## src/rtl/mod_exp_32_pkg.sv

```systemverilog
// Shared definitions for the modular exponentiator: operand width and the
// state encodings of the exponent FSM and the modular multiplier.
package mod_exp_32_pkg;

  localparam int RSA_W = 32;

  // Exponent-level FSM. Advancing to the next exponent bit happens in the
  // same cycle the square/multiply result is consumed, so it has no state
  // of its own.
  typedef enum logic [2:0] {
    S_IDLE = 3'd0,
    S_CHK  = 3'd1,
    S_PRE  = 3'd2,
    S_SQR  = 3'd3,
    S_MUL  = 3'd4,
    S_DONE = 3'd5
  } state_e;

  // Modular multiplier: product capture, bit-serial reduction, done pulse.
  typedef enum logic [1:0] {
    M_IDLE = 2'd0,
    M_RED  = 2'd1,
    M_FIN  = 2'd2
  } mm_state_e;

endpackage

```

## src/rtl/mod_exp_32_mul.sv

```systemverilog
// Modular multiplier p = a*b mod n. The full 2W-bit product is captured in
// the launch cycle, then reduced MSB first, one product bit per cycle, with a
// restoring subtract. done_o pulses 2W+2 cycles after the launch cycle.
module mod_exp_32_mul
  import mod_exp_32_pkg::*;
#(
  parameter int W = RSA_W
) (
  input  logic         clk,
  input  logic         rst_n,
  input  logic         start_i,
  input  logic [W-1:0] a_i,
  input  logic [W-1:0] b_i,
  input  logic [W-1:0] n_i,
  output logic         done_o,
  output logic [W-1:0] p_o
);

  localparam int KW = $clog2(2 * W);

  mm_state_e       state_q, state_d;
  logic [2*W-1:0]  prod_q, prod_d;
  logic [W-1:0]    n_q, n_d;
  logic [W-1:0]    r_q, r_d;
  logic [KW-1:0]   k_q, k_d;
  logic            done_q, done_d;
  logic [W:0]      r_shift;

  // State registers; reset abandons any reduction in flight.
  always_ff @(posedge clk) begin
    if (!rst_n) begin
      state_q <= M_IDLE;
      prod_q  <= '0;
      n_q     <= '0;
      r_q     <= '0;
      k_q     <= '0;
      done_q  <= 1'b0;
    end else begin
      state_q <= state_d;
      prod_q  <= prod_d;
      n_q     <= n_d;
      r_q     <= r_d;
      k_q     <= k_d;
      done_q  <= done_d;
    end
  end

  // Next state: one restoring-reduction step per cycle. r stays below n, so
  // the shifted value needs only one extra bit and one subtract.
  always_comb begin
    state_d = state_q;
    prod_d  = prod_q;
    n_d     = n_q;
    r_d     = r_q;
    k_d     = k_q;
    done_d  = 1'b0;
    r_shift = {r_q, prod_q[k_q]};

    case (state_q)
      M_IDLE: ;
      M_RED: begin
        if (r_shift >= {1'b0, n_q}) r_d = W'(r_shift - {1'b0, n_q});
        else                        r_d = W'(r_shift);
        if (k_q == '0) state_d = M_FIN;
        else           k_d     = k_q - 1'b1;
      end
      M_FIN: begin
        done_d  = 1'b1;
        state_d = M_IDLE;
      end
      default: state_d = M_IDLE;
    endcase

    if (start_i) begin
      prod_d  = {{W{1'b0}}, a_i} * {{W{1'b0}}, b_i};
      n_d     = n_i;
      r_d     = '0;
      k_d     = KW'(2 * W - 1);
      state_d = M_RED;
    end
  end

  assign done_o = done_q;
  assign p_o    = r_q;

endmodule

```

## src/rtl/mod_exp_32.sv

```systemverilog
// Modular exponentiator: result = base^exp mod modulus, left-to-right
// square-and-multiply, every step through one shared modular multiplier.
// Optional build macro MOD_EXP_SKIP_LZ_EN: start at the exponent's highest set
// bit and skip the squarings of its leading zeros (exp==0 ends after the
// base pre-reduction). result and err are the same in both builds.
//
// Handshake: start is a one-cycle request honoured only when busy==0 (IDLE or
// DONE); operands are captured on that edge. ready_n==0 marks result/err as
// valid and they hold until the next accepted start.
module mod_exp_32
  import mod_exp_32_pkg::*;
#(
  parameter int W = RSA_W
) (
  input  logic         clk,
  input  logic         rst_n,
  input  logic         start,
  input  logic [W-1:0] base,
  input  logic [W-1:0] exp,
  input  logic [W-1:0] modulus,
  output logic [W-1:0] result,
  output logic         ready_n,
  output logic         busy,
  output logic         err
);

  localparam int IW = $clog2(W);

  state_e          state_q, state_d;
  logic [W-1:0]    base_q, base_d;
  logic [W-1:0]    exp_q, exp_d;
  logic [W-1:0]    n_q, n_d;
  logic [W-1:0]    acc_q, acc_d;
  logic [W-1:0]    br_q, br_d;
  logic [IW-1:0]   idx_q, idx_d;
  logic            wait_q, wait_d;
  logic [W-1:0]    result_q, result_d;
  logic            ready_n_q, ready_n_d;
  logic            busy_q, busy_d;
  logic            err_q, err_d;

  logic            mm_start, mm_done, advance;
  logic [W-1:0]    mm_a, mm_b, mm_p;
`ifdef MOD_EXP_SKIP_LZ_EN
  logic [IW-1:0]   msb_idx;
`endif

  mod_exp_32_mul #(.W(W)) u_mul (
    .clk     (clk),
    .rst_n   (rst_n),
    .start_i (mm_start),
    .a_i     (mm_a),
    .b_i     (mm_b),
    .n_i     (n_q),
    .done_o  (mm_done),
    .p_o     (mm_p)
  );

  // State and datapath registers; reset aborts any running operation.
  always_ff @(posedge clk) begin
    if (!rst_n) begin
      state_q   <= S_IDLE;
      base_q    <= '0;
      exp_q     <= '0;
      n_q       <= '0;
      acc_q     <= '0;
      br_q      <= '0;
      idx_q     <= '0;
      wait_q    <= 1'b0;
      result_q  <= '0;
      ready_n_q <= 1'b1;
      busy_q    <= 1'b0;
      err_q     <= 1'b0;
    end else begin
      state_q   <= state_d;
      base_q    <= base_d;
      exp_q     <= exp_d;
      n_q       <= n_d;
      acc_q     <= acc_d;
      br_q      <= br_d;
      idx_q     <= idx_d;
      wait_q    <= wait_d;
      result_q  <= result_d;
      ready_n_q <= ready_n_d;
      busy_q    <= busy_d;
      err_q     <= err_d;
    end
  end

  // Next state and multiplier control. Each multiplier step spends one cycle
  // launching (wait_q low) and then waits for the done pulse.
  always_comb begin
    state_d   = state_q;
    base_d    = base_q;
    exp_d     = exp_q;
    n_d       = n_q;
    acc_d     = acc_q;
    br_d      = br_q;
    idx_d     = idx_q;
    wait_d    = wait_q;
    result_d  = result_q;
    ready_n_d = ready_n_q;
    busy_d    = busy_q;
    err_d     = err_q;
    mm_start  = 1'b0;
    mm_a      = acc_q;
    mm_b      = acc_q;
    advance   = 1'b0;
`ifdef MOD_EXP_SKIP_LZ_EN
    msb_idx = '0;
    for (int j = 0; j < W; j++) begin
      if (exp_q[j]) msb_idx = IW'(j);
    end
`endif

    case (state_q)
      S_IDLE, S_DONE: begin
        if (state_q == S_DONE) begin
          result_d  = acc_q;
          ready_n_d = 1'b0;
          busy_d    = 1'b0;
        end
        if (start) begin
          base_d    = base;
          exp_d     = exp;
          n_d       = modulus;
          ready_n_d = 1'b1;
          busy_d    = 1'b1;
          err_d     = 1'b0;
          state_d   = S_CHK;
        end
      end
      S_CHK: begin
        wait_d = 1'b0;
        if (n_q == '0) begin
          err_d   = 1'b1;
          acc_d   = '0;
          state_d = S_DONE;
        end else begin
          // 1 mod n: zero when n==1, otherwise one.
          acc_d   = (n_q == W'(1)) ? '0 : W'(1);
`ifdef MOD_EXP_SKIP_LZ_EN
          idx_d   = msb_idx;
`else
          idx_d   = IW'(W - 1);
`endif
          state_d = S_PRE;
        end
      end
      S_PRE: begin
        mm_a = base_q;
        mm_b = W'(1);
        if (!wait_q) begin
          mm_start = 1'b1;
          wait_d   = 1'b1;
        end else if (mm_done) begin
          br_d   = mm_p;
          wait_d = 1'b0;
`ifdef MOD_EXP_SKIP_LZ_EN
          state_d = (exp_q == '0) ? S_DONE : S_SQR;
`else
          state_d = S_SQR;
`endif
        end
      end
      S_SQR: begin
        if (!wait_q) begin
          mm_start = 1'b1;
          wait_d   = 1'b1;
        end else if (mm_done) begin
          acc_d  = mm_p;
          wait_d = 1'b0;
          if (exp_q[idx_q]) state_d = S_MUL;
          else              advance = 1'b1;
        end
      end
      S_MUL: begin
        mm_b = br_q;
        if (!wait_q) begin
          mm_start = 1'b1;
          wait_d   = 1'b1;
        end else if (mm_done) begin
          acc_d   = mm_p;
          wait_d  = 1'b0;
          advance = 1'b1;
        end
      end
      default: state_d = S_IDLE;
    endcase

    // Move to the next lower exponent bit, or finish after bit 0.
    if (advance) begin
      if (idx_q == '0) begin
        state_d = S_DONE;
      end else begin
        idx_d   = idx_q - 1'b1;
        state_d = S_SQR;
      end
    end
  end

  assign result  = result_q;
  assign ready_n = ready_n_q;
  assign busy    = busy_q;
  assign err     = err_q;

endmodule

```

## config.mk

```make
export PLATFORM = sky130hd
export DESIGN_NAME = mod_exp_32
export DESIGN_NICKNAME = d
export VERILOG_FILES = /design/src/rtl/mod_exp_32_pkg.sv /design/src/rtl/mod_exp_32_mul.sv /design/src/rtl/mod_exp_32.sv
export SDC_FILE = /design/constraint.sdc
export NUM_CORES = 2
export LEC_CHECK = 0
export BUFFER_PORTS_ARGS = -buffer_cell sky130_fd_sc_hd__clkbuf_2
export CAP_MARGIN = 20
export CELL_PAD_IN_SITES_DETAIL_PLACEMENT = 0
export CELL_PAD_IN_SITES_GLOBAL_PLACEMENT = 1
export CORE_UTILIZATION = 45
export DETAILED_ROUTE_END_ITERATION = 6
export PLACE_DENSITY_LB_ADDON = 0.1
export SLEW_MARGIN = 10
export SYNTH_ARGS = -nofsm -noshare
export SYNTH_HDL_FRONTEND = slang
export SYNTH_SLANG_ARGS = --single-unit
```

## constraint.sdc

```tcl
create_clock -name clk -period 11.6 [get_ports clk]
set_clock_uncertainty 0.05 [all_clocks]
set_input_delay 2.32 -clock clk [delete_from_list [all_inputs] [get_ports clk]]
set_output_delay 2.32 -clock clk [all_outputs]
set_load 0.02 [all_outputs]
```

==> flow_metrics.env <==
export IMPL_io_pins=134
export IMPL_vias=39750
export IMPL_synth_fp_nets=7071
export IMPL_clkTransAtPathRegs_ns=0.06
export IMPL_syn2layout_area_growth_pct=8.297
export IMPL_final_area_mm2=0.05174
export IMPL_synth_seq_cells=341
export IMPL_grt_usage_pct=33.38
export IMPL_drive_gt1_share_pct=7.807
export IMPL_synth_edf_count=0
export IMPL_wl_per_cell_um=24.66
export IMPL_crit_top_cell="fa_1"
export IMPL_cts_tree="built"
export IMPL_nets=7054
export IMPL_core_area_mm2=0.1053
export IMPL_status="completed"
export IMPL_clkSinkCount=341
export IMPL_r2r_slack_ns=1.41
export IMPL_p_leak_uw=0.02353
export IMPL_dpl_cell_count=7104
export IMPL_cap_violations=0
export IMPL_ys_types=76
export IMPL_synth_top_cells_by_count="1,142 x nand2_1, 915 x inv_1, 897 x fa_1, 713 x nor2_1, 383 x a21oi_1"
export IMPL_cts_path_max_buffers=3
export IMPL_finalSetupViolCount=0
export IMPL_drv_slew=0
export IMPL_timing_final_crit_share_pct=87.84
export IMPL_stdcell_count=7182
export IMPL_cp_slowest_cell="mux2i_2"
export IMPL_numCtsBuffers=43
export IMPL_globalplace_congestion=0.9658
export IMPL_die_w_um=327.8
export IMPL_crit_buf_inv=5
export IMPL_first_pass_iters=6
export IMPL_synth_area_leaders="fa_1 38%, dfxtp_1 14%, nand2_1 9.0%"
export IMPL_grt_max_degree=136
export IMPL_yosysMostFrequentCell="nand2_1"
export IMPL_grt_first_pass_wirelength_um=265100
export IMPL_grt_setup_unrepaired="no"
export IMPL_grt_ovfl_total=0
export IMPL_hpwl_um=142800
export IMPL_fmax_mhz=98.14
export IMPL_synth_ff_type="dfxtp_1"
export IMPL_netlist_area_mm2=0.04778
export IMPL_synth_cells=5777
export IMPL_dieArea_mm2=0.1075
export IMPL_critPathKind="reg2reg"
export IMPL_cp_required_ns=12.02
export IMPL_die_height_um=327.8
export IMPL_initial_core_util_pct=45.39
export IMPL_ant_nets=0
export IMPL_hold_buffers=0
export IMPL_drcViolationCount=0
export IMPL_ir_drop_mv=0.3911
export IMPL_synth_top_area_share_pct=37.59
export IMPL_synth_seq_area_share_pct=14.29
export IMPL_placed_area_mm2=0.05026
export IMPL_hold_violations=0
export IMPL_drtIter0Drc=3092
export IMPL_tns_ns=0
export IMPL_worst_slew_pin_slew_ns=1.131
export IMPL_clk_latency_ns=0.58
export IMPL_p_per_area_mw_per_mm2=119.5
export IMPL_cp_top_family="adder cells"
export IMPL_rows=119
export IMPL_ys_warn_count=0
export IMPL_portBuffers=133
export IMPL_setup_worst_path_start_class="flip-flop"
export IMPL_hold_path_class="reg2reg"
export IMPL_syn_avg_cell_area_um2=8.270
export IMPL_slowest_delay_ns=0.98
export IMPL_routed_wl_um=177100
export IMPL_cp_max_fo=59
export IMPL_max_slew_margin_pct=24.61
export IMPL_endpoint_kind="flip-flop"
export IMPL_synth_async_reset_ratio_pct=0
export IMPL_yosys_area_top_type="fa_1"
export IMPL_antenna_found_initial=6
export IMPL_period_minus_slack_ns=10.19
export IMPL_postCtsSetupBuffers=0
export IMPL_root_buffer="clkbuf_16"
export IMPL_grt_pass1_vias=40840
export IMPL_cp_arrival_ns=10.61
export IMPL_routed_via_density=5.534
export IMPL_cts_htree_levels=2
export IMPL_ctsResizeCount=0
## registers in the layout, indices dropped and copies added (netlist names), 2 cells and up
register,cells
u_mul.n_q,32
u_mul.prod_q,64
base_q,32
acc_q,32
idx_q,5
u_mul.p_o,32
result,32
u_mul.k_q,6
state_q,3
br_q,32
exp_q,32
n_q,32
u_mul.state_q,2
## cell type report
cell class                 count  area [um2]
fill                       10410       53530
clock buffer                  53        1144
sequential                   341        6827
antenna                        1       2.502
tap                         1391        1740
timing repair buffer         283        1851
inverter                     915        3442
clock inverter                22       292.8
multi-input combinational   4176       36440
## routing by layer
metal	global-route usage, %	vias to the layer above	part of all wire [%]
met5	0	-	0.041
met4	15.15	10	5.5
met3	4.958	333	7.4
met2	53.23	1580	46
met1	44.90	20120	41
li1	-	17700	-
## kinds of logic after synthesis
| kind of cell | synth area share, % |
|---|---|
| AND/OR/NAND/NOR | 18.08 |
| buffers and inverters | 9.931 |
| adder cells (fa/ha/maj) | 45.39 |
| AO/OA/AOI/OAI | 8.380 |
| flip-flops | 14.29 |
| XOR/XNOR | 1.540 |
| multiplexers | 2.386 |
## where the power goes
part	switching, uW	internal, uW
logic	2030	1170
clock network	558	838
registers	266	1320
## worst min-delay path, cell delays in order, from the launching register on
cell and delay [ns]:
dfxtp_1 0.31, nand2_1 0.05, a21oi_1 0.05
## through the flow
| step | total power [uW] | util (%) | setup WS (ns) | hold WS, ns |
|---|---|---|---|---|
| 3_5_place_dp | 4687 | 47.75 | 1.371 | 0.3916 |
| 3_3_place_gp | 4681 | 47.67 | 1.397 | 0.3787 |
| 6_report | 6185 | 49.15 | 1.411 | 0.3985 |
| 4_1_cts | 6095 | 49.11 | 1.361 | 0.4012 |
| 5_1_grt | 6585 | 49.15 | 0.8295 | 0.4094 |
| 2_1_floorplan | 3748 | - | 2.914 | 0.3540 |
## worst paths after layout
kind              cells after the start               end       startpoint
setup / recovery                     27  u_mul.prod_q[51]       state_q[2]
hold / removal                        2   u_mul.prod_q[9]  u_mul.prod_q[9]
setup reg to reg                     27  u_mul.prod_q[51]       state_q[2]
hold reg to reg                       2   u_mul.prod_q[9]  u_mul.prod_q[9]
## cell usage in the layout, fill, tap and decap left out, types with 16 or more instances in the layout
cell type | Yosys | final
a211oi_1 | 20 | 20
a31oi_1 | 16 | 16
o21ai_0 | 85 | 85
xor2_1 | 30 | 30
mux4_2 | 31 | 31
fa_1 | 897 | 897
mux2i_2 | 0 | 26
and2_1 | 36 | 36
clkbuf_16 | 0 | 43
o21bai_1 | 18 | 18
a21o_1 | 49 | 49
nor3_1 | 35 | 35
clkbuf_2 | 0 | 133
xnor2_1 | 54 | 54
dfxtp_1 | 341 | 341
ha_1 | 298 | 298
nand2_1 | 1142 | 1140
nand3_1 | 93 | 91
buf_4 | 1 | 143
inv_1 | 915 | 914
nand4_1 | 28 | 28
nor2_1 | 713 | 709
a21oi_1 | 383 | 383
Note: power is estimated with default switching activity, not from simulation.
